===== src/rtl/skipring_mc.sv =====
// skipring_mc: multi-channel clock-skip generator.
// Each channel walks a phase ring of programmable length. A high phase of iCLK
// is suppressed on oCLK[c] when that phase's mask bit is set. New
// configurations load either immediately or at the ring wrap, through a
// per-channel shadow register. Each channel counts its suppressed cycles.
// All state changes on the falling edge of iCLK, so oCLK is glitch-free.
// Ports:
//   iCLK   clock (falling edge active)   nRST  sync active-low reset
//   E      per-channel run/skip enable
//   WR, wSEL, wMASK, wL, wPH, wIMM       configuration write
//   oCLK   gated clocks   oB0    phase-0 flags   oPEND  deferred load pending
//   oCNT   saturating skip counters, channel c at [c*CW +: CW]
module skipring_mc #(
    parameter int unsigned   LEN     = 16,
    parameter int unsigned   CH      = 2,
    parameter int unsigned   CW      = 16,
    parameter logic [LEN-1:0] defMASK = '0,
    localparam int unsigned  LW      = $clog2(LEN),
    localparam int unsigned  SW      = (CH > 1) ? $clog2(CH) : 1
) (
    input  logic              iCLK,
    input  logic              nRST,
    input  logic [CH-1:0]     E,
    input  logic              WR,
    input  logic [SW-1:0]     wSEL,
    input  logic [LEN-1:0]    wMASK,
    input  logic [LW-1:0]     wL,
    input  logic [LW-1:0]     wPH,
    input  logic              wIMM,
    output logic [CH-1:0]     oCLK,
    output logic [CH-1:0]     oB0,
    output logic [CH-1:0]     oPEND,
    output logic [CH*CW-1:0]  oCNT
);

    // Start phase beyond the written length falls back to phase 0.
    logic [LW-1:0] wph_clamped;
    assign wph_clamped = (wPH > wL) ? '0 : wPH;

    for (genvar c = 0; c < CH; c++) begin : g_ch
        logic [LEN-1:0] mask_q, mask_d, smask_q, smask_d;
        logic [LW-1:0]  l_q, l_d, ph_q, ph_d;
        logic [LW-1:0]  sl_q, sl_d, sph_q, sph_d;
        logic [CW-1:0]  cnt_q, cnt_d;
        logic           pend_q, pend_d;
        logic           sel, wrap, skip;

        // Out-of-range wSEL never matches any channel index.
        assign sel  = WR && (wSEL == SW'(c));
        assign wrap = E[c] && (ph_q == l_q);
        assign skip = mask_q[ph_q];

        // Next-state: immediate or wrap-coincident write wins, then shadow
        // capture, then advance with wrap-time shadow apply.
        always_comb begin
            mask_d  = mask_q;
            l_d     = l_q;
            ph_d    = ph_q;
            cnt_d   = cnt_q;
            pend_d  = pend_q;
            smask_d = smask_q;
            sl_d    = sl_q;
            sph_d   = sph_q;
            if (sel && (wIMM || wrap)) begin
                mask_d = wMASK;
                l_d    = wL;
                ph_d   = wph_clamped;
                cnt_d  = '0;
                pend_d = 1'b0;
            end else begin
                if (sel) begin
                    smask_d = wMASK;
                    sl_d    = wL;
                    sph_d   = wph_clamped;
                    pend_d  = 1'b1;
                end
                if (E[c]) begin
                    if (wrap && pend_q) begin
                        mask_d = smask_q;
                        l_d    = sl_q;
                        ph_d   = sph_q;
                        cnt_d  = '0;
                        pend_d = 1'b0;
                    end else begin
                        ph_d = wrap ? '0 : ph_q + LW'(1);
                        if (skip && (cnt_q != '1)) begin
                            cnt_d = cnt_q + CW'(1);
                        end
                    end
                end
            end
        end

        // Channel state register, falling edge, synchronous reset.
        always_ff @(negedge iCLK) begin
            if (!nRST) begin
                mask_q  <= defMASK;
                l_q     <= LW'(LEN - 1);
                ph_q    <= '0;
                cnt_q   <= '0;
                pend_q  <= 1'b0;
                smask_q <= '0;
                sl_q    <= '0;
                sph_q   <= '0;
            end else begin
                mask_q  <= mask_d;
                l_q     <= l_d;
                ph_q    <= ph_d;
                cnt_q   <= cnt_d;
                pend_q  <= pend_d;
                smask_q <= smask_d;
                sl_q    <= sl_d;
                sph_q   <= sph_d;
            end
        end

        // State is stable through the high phase, so this gate cannot glitch.
        assign oCLK[c]           = iCLK & ~(E[c] & skip);
        assign oB0[c]            = (ph_q == '0);
        assign oPEND[c]          = pend_q;
        assign oCNT[c*CW +: CW]  = cnt_q;
    end

endmodule


===== config.mk =====
export PLATFORM = sky130hd
export DESIGN_NAME = skipring_mc
export DESIGN_NICKNAME = d
export VERILOG_FILES = /design/src/rtl/skipring_mc.sv
export SDC_FILE = /design/constraint.sdc
export NUM_CORES = 1
export LEC_CHECK = 0
export ABC_AREA = 1
export CAP_MARGIN = 20
export CORE_AREA = 2 2 129 131
export DETAILED_ROUTE_END_ITERATION = 16
export DIE_AREA = 0 0 131 133
export HOLD_SLACK_MARGIN = 0.02
export PLACE_DENSITY_LB_ADDON = 0.05
export SLEW_MARGIN = 5
export SYNTH_ARGS = -nofsm -noshare
export SYNTH_HDL_FRONTEND = slang
export SYNTH_SLANG_ARGS = --single-unit

===== constraint.sdc =====
create_clock -name iCLK -period 1.61 [get_ports iCLK]
set_input_delay 0.2415 -clock iCLK [delete_from_list [all_inputs] [get_ports iCLK]]
set_output_delay 0.2415 -clock iCLK [all_outputs]
set_load 0.1 [all_outputs]

==> key figures <==
Worst setup path
  • Crit. End Element: output pin
  • CP startpoint kind: register
  • Arr. time, crit path: 2.94 ns
  • Slowest stage cell on the critical path: dfxtp_4
  • Worst EP required: roughly 1.4 ns
  • Reg2Reg Setup Slack: -0.46 ns
  • Delay-heaviest family, CP: simple AND/OR/NAND/NOR gates
  • Critical R2R Launch: g_ch[1].ph_q[0]
  • FF-to-FF End: g_ch[1].ph_q[1]
  • R2r worst-path depth: 14
  • Max stage delay on crit path: 0.43 ns
  • CP Cell Sequence: buf_6 > nand2_2 > nand3_2 > nand3_2 > nand3_2 > nand2_2 > nand2_2 > nand2_4 > clkinvlp_4 > buf_12
  • Critical path class: register to output pin
  • Worst path bufs/invs: 3
  • Worst Path Max Fanout: 7

Floorplanning
  • Die Ht: 133 um
  • Die area: roughly 17,000 um^2
  • Top-level port count: 69
  • Core Region: approximately 16,000 um^2
  • Initial Util: 0.4363
  • Rows: between 40 and 50
  • Die Width: approximately 130 um

Pwr
  • Comb power frac: 0.133
  • PwrDens: roughly 1200 nW/um^2
  • Tot Pwr: about 16 mW
  • Sw power: roughly 7.5 mW
  • Peak VDD IR: around 1400 uV
  • Pint: 8.305 mW
  • Reg power frac: 0.218
  • Clock share of power: 0.649
  • Pleak: approximately 5.3 nW
  • Sw Ratio: 0.4743

Synthesis
  • Synth top cells by count: nand2_1, dfxtp_1, inv_1, a21oi_1, o21ai_0
  • Syn Inst Count: 1,036
  • Async SR Flop Fraction: 0
  • Post-synth EDFFs: 0
  • Synth top area share: 0.3689
  • Synth Cell Area: between 7000 and 8000 um^2
  • Post-synth top flop: dfxtp_1
  • Yosys reg bits: 130
  • Mapped Nets: 1,077
  • Yosys cell types: 38
  • Leading area contributor after synthesis: dfxtp_1
  • Post-synthesis sequential area ratio: 0.3689
  • Syn_area_per_cell: just under 7 um^2
  • Most frequent cell after synthesis: nand2_1
  • Top cells by area, synth: dfxtp_1, nand2_1, a21oi_1
  • Number of synthesis warnings: 0

Clock network
  • Worst-Skew Late Latency: 0.69 ns
  • Clock slew at reported path FFs: 0.04 ns
  • # hold bufs at CTS: 0
  • CTS tree: done

STA
  • Setup ws final: -1.570 ns
  • Relative slew slack: 0.7396
  • Worst slew pin tran: slightly below 0.4 ns
  • Final hold vios: 0
  • Hold_ws: about 0.46 ns
  • Worst clock skew: 0.05802 ns
  • Slew Limit Fails: 0
  • # setup viols final: 169
  • RSZ-0062 raised after global routing: true

GRT
  • First-pass GRT wire length: 41.81 mm
  • Largest net degree at the start of global routing: 36
  • Vias in the first global route: around 9,200
  • GR Overflow Total: 0
  • Initial antenna violation count: 0
  • Total GRT Usage: 0.2994

Hold path
  • Hold Crit Start: g_ch[1].smask_q[13]
  • Hold worst-path end: g_ch[1].smask_q[13]
  • Hold depth: 2
  • Class of the worst hold path: register to register

Placed design
  • Placed insts: around 1,400
  • Post-DP Area: slightly below 10,000 um^2
  • Hpwl dp: ~14 mm
  • Port bufs: 68
  • GPL Wtd Cong: 0.8811

Final layout
  • Area delta synth->final: 94.32%
  • Antenna cells: 0
  • Final net count: about 1,500
  • Post-route cell area: between 10,000 and 15,000 um^2
  • Share of layout cells above drive strength 1: 0.5331
  • Final cell count without fillers: approximately 1,700

Drt
  • DR vias: 9,304
  • Wirelength per Cell: between 15 and 20 um
  • Routed wire length: between 30 and 40 mm
  • TritonRoute pass-1 iters: 5
  • Vias per inst: ~5.6
  • Antenna Nets Post-Route: 0
  • Top layer in use: met4
  • Drc violations: 0
  • 1st-iter DRT viols: 668
  • Metal2 WL: 16.16 mm
  • Met3 WL post-DR: 2.273 mm
  • M1 wire length: between 10 and 15 mm

Run
  • Max-cap violations: 0

Run status
  • Status: finished, violations left
  • Failing checks: setup timing
[worst register-to-register path, cell delays in order, from the launching register on]
cell     delay, ns
dfxtp_4       0.43
inv_4         0.07
buf_6         0.13
buf_6         0.12
nand2_4       0.05
nand3_4       0.08
nor3_4        0.28
nand2_4       0.12
nand2_4       0.12
buf_6         0.11
buf_6         0.10
nand3_1       0.10
nand2_1       0.10
inv_2         0.04
a21oi_2       0.16
[through the flow]
stage,TNS [ns],util,setup slack [ns]
5_1_grt,-76.63,0.8478,-1.621
4_1_cts,-51.81,0.7995,-1.390
2_1_floorplan,-56.19,-,-0.8751
3_5_place_dp,-147.17,0.6063,-1.618
6_report,-66.72,0.8478,-1.570
3_3_place_gp,-145.80,0.6063,-1.592
[metal layers]
| layer | vias to the layer above | track usage |
|---|---|---|
| met5 | - | 0 |
| met4 | 0 | 0.1661 |
| met3 | 176 | 0.09543 |
| met2 | 533 | 0.5029 |
| met1 | 4447 | 0.3308 |
| li1 | 4148 | - |
[placed cells by master (no fill, tap or decap), drive strengths merged, types with 16 or more instances in the layout]
master | netlist | final
nor2 | 99 | 99
clkinvlp | 0 | 132
inv | 132 | 132
dfxtp | 130 | 130
o21ai | 112 | 112
nand3 | 108 | 108
buf | 40 | 261
xor2 | 20 | 20
clkdlybuf4s50 | 0 | 16
a21oi | 117 | 117
clkbuf | 18 | 27
nand2 | 207 | 208
[power groups by stage]
stage	sequential [mW]	combinational (mW)	clock [mW]
finish	3.44	2.10	10.3
global route	3.45	2.21	10.8
CTS	3.42	1.78	10.1
detailed placement	3.48	1.56	1.04
global placement	3.47	1.54	1.04
floorplan	3.54	0.904	0.954
[layout make-up]
| type | count | area (um^2) |
|---|---|---|
| fill | 814 | 2461 |
| timing repair buffer | 287 | 3367 |
| sequential | 130 | 2744 |
| timing repair inverter | 2 | 10.01 |
| multi-input combinational | 717 | 4777 |
| tap | 220 | 275.3 |
| clock buffer | 22 | 540.5 |
| clock inverter | 147 | 1431 |
| inverter | 130 | 565.5 |
[registers in the layout, indices dropped and copies added (netlist names)]
name,cells
g_ch.cnt_q,32
g_ch.mask_q,32
g_ch.smask_q,32
g_ch.l_q,8
g_ch.ph_q,8
g_ch.sl_q,8
g_ch.sph_q,8
g_ch.pend_q,2
[worst max-delay path by stage]
stage                                from  endpoint  slack, ns  cells after the start
after floorplan           g_ch[1].ph_q[0]    oB0[1]      -0.88                      4
after global placement    g_ch[1].ph_q[0]   oCLK[1]      -1.59                     12
after detailed placement  g_ch[1].ph_q[0]   oCLK[1]      -1.62                     12
after CTS                 g_ch[1].ph_q[0]   oCLK[1]      -1.39                     10
after global routing      g_ch[1].ph_q[0]   oCLK[1]      -1.62                     10
final                     g_ch[1].ph_q[0]   oCLK[1]      -1.57                     10
[kinds of logic after synthesis]
logic type | after synthesis | share of synthesized area
adder cells (fa/ha/maj) | 10 | 0.01773
flip-flops | 130 | 0.3689
buffers and inverters | 190 | 0.1206
AND/OR/NAND/NOR | 440 | 0.2798
AO/OA/AOI/OAI | 241 | 0.1819
XOR/XNOR | 25 | 0.03103
[timing repair]
action	CTS	global route
cloned	11	10
buffers inserted	49	22
resized for setup	263	148
pin swaps	66	38
endpoints found under the setup margin	169	169
Power figures use the tool's default switching activity.
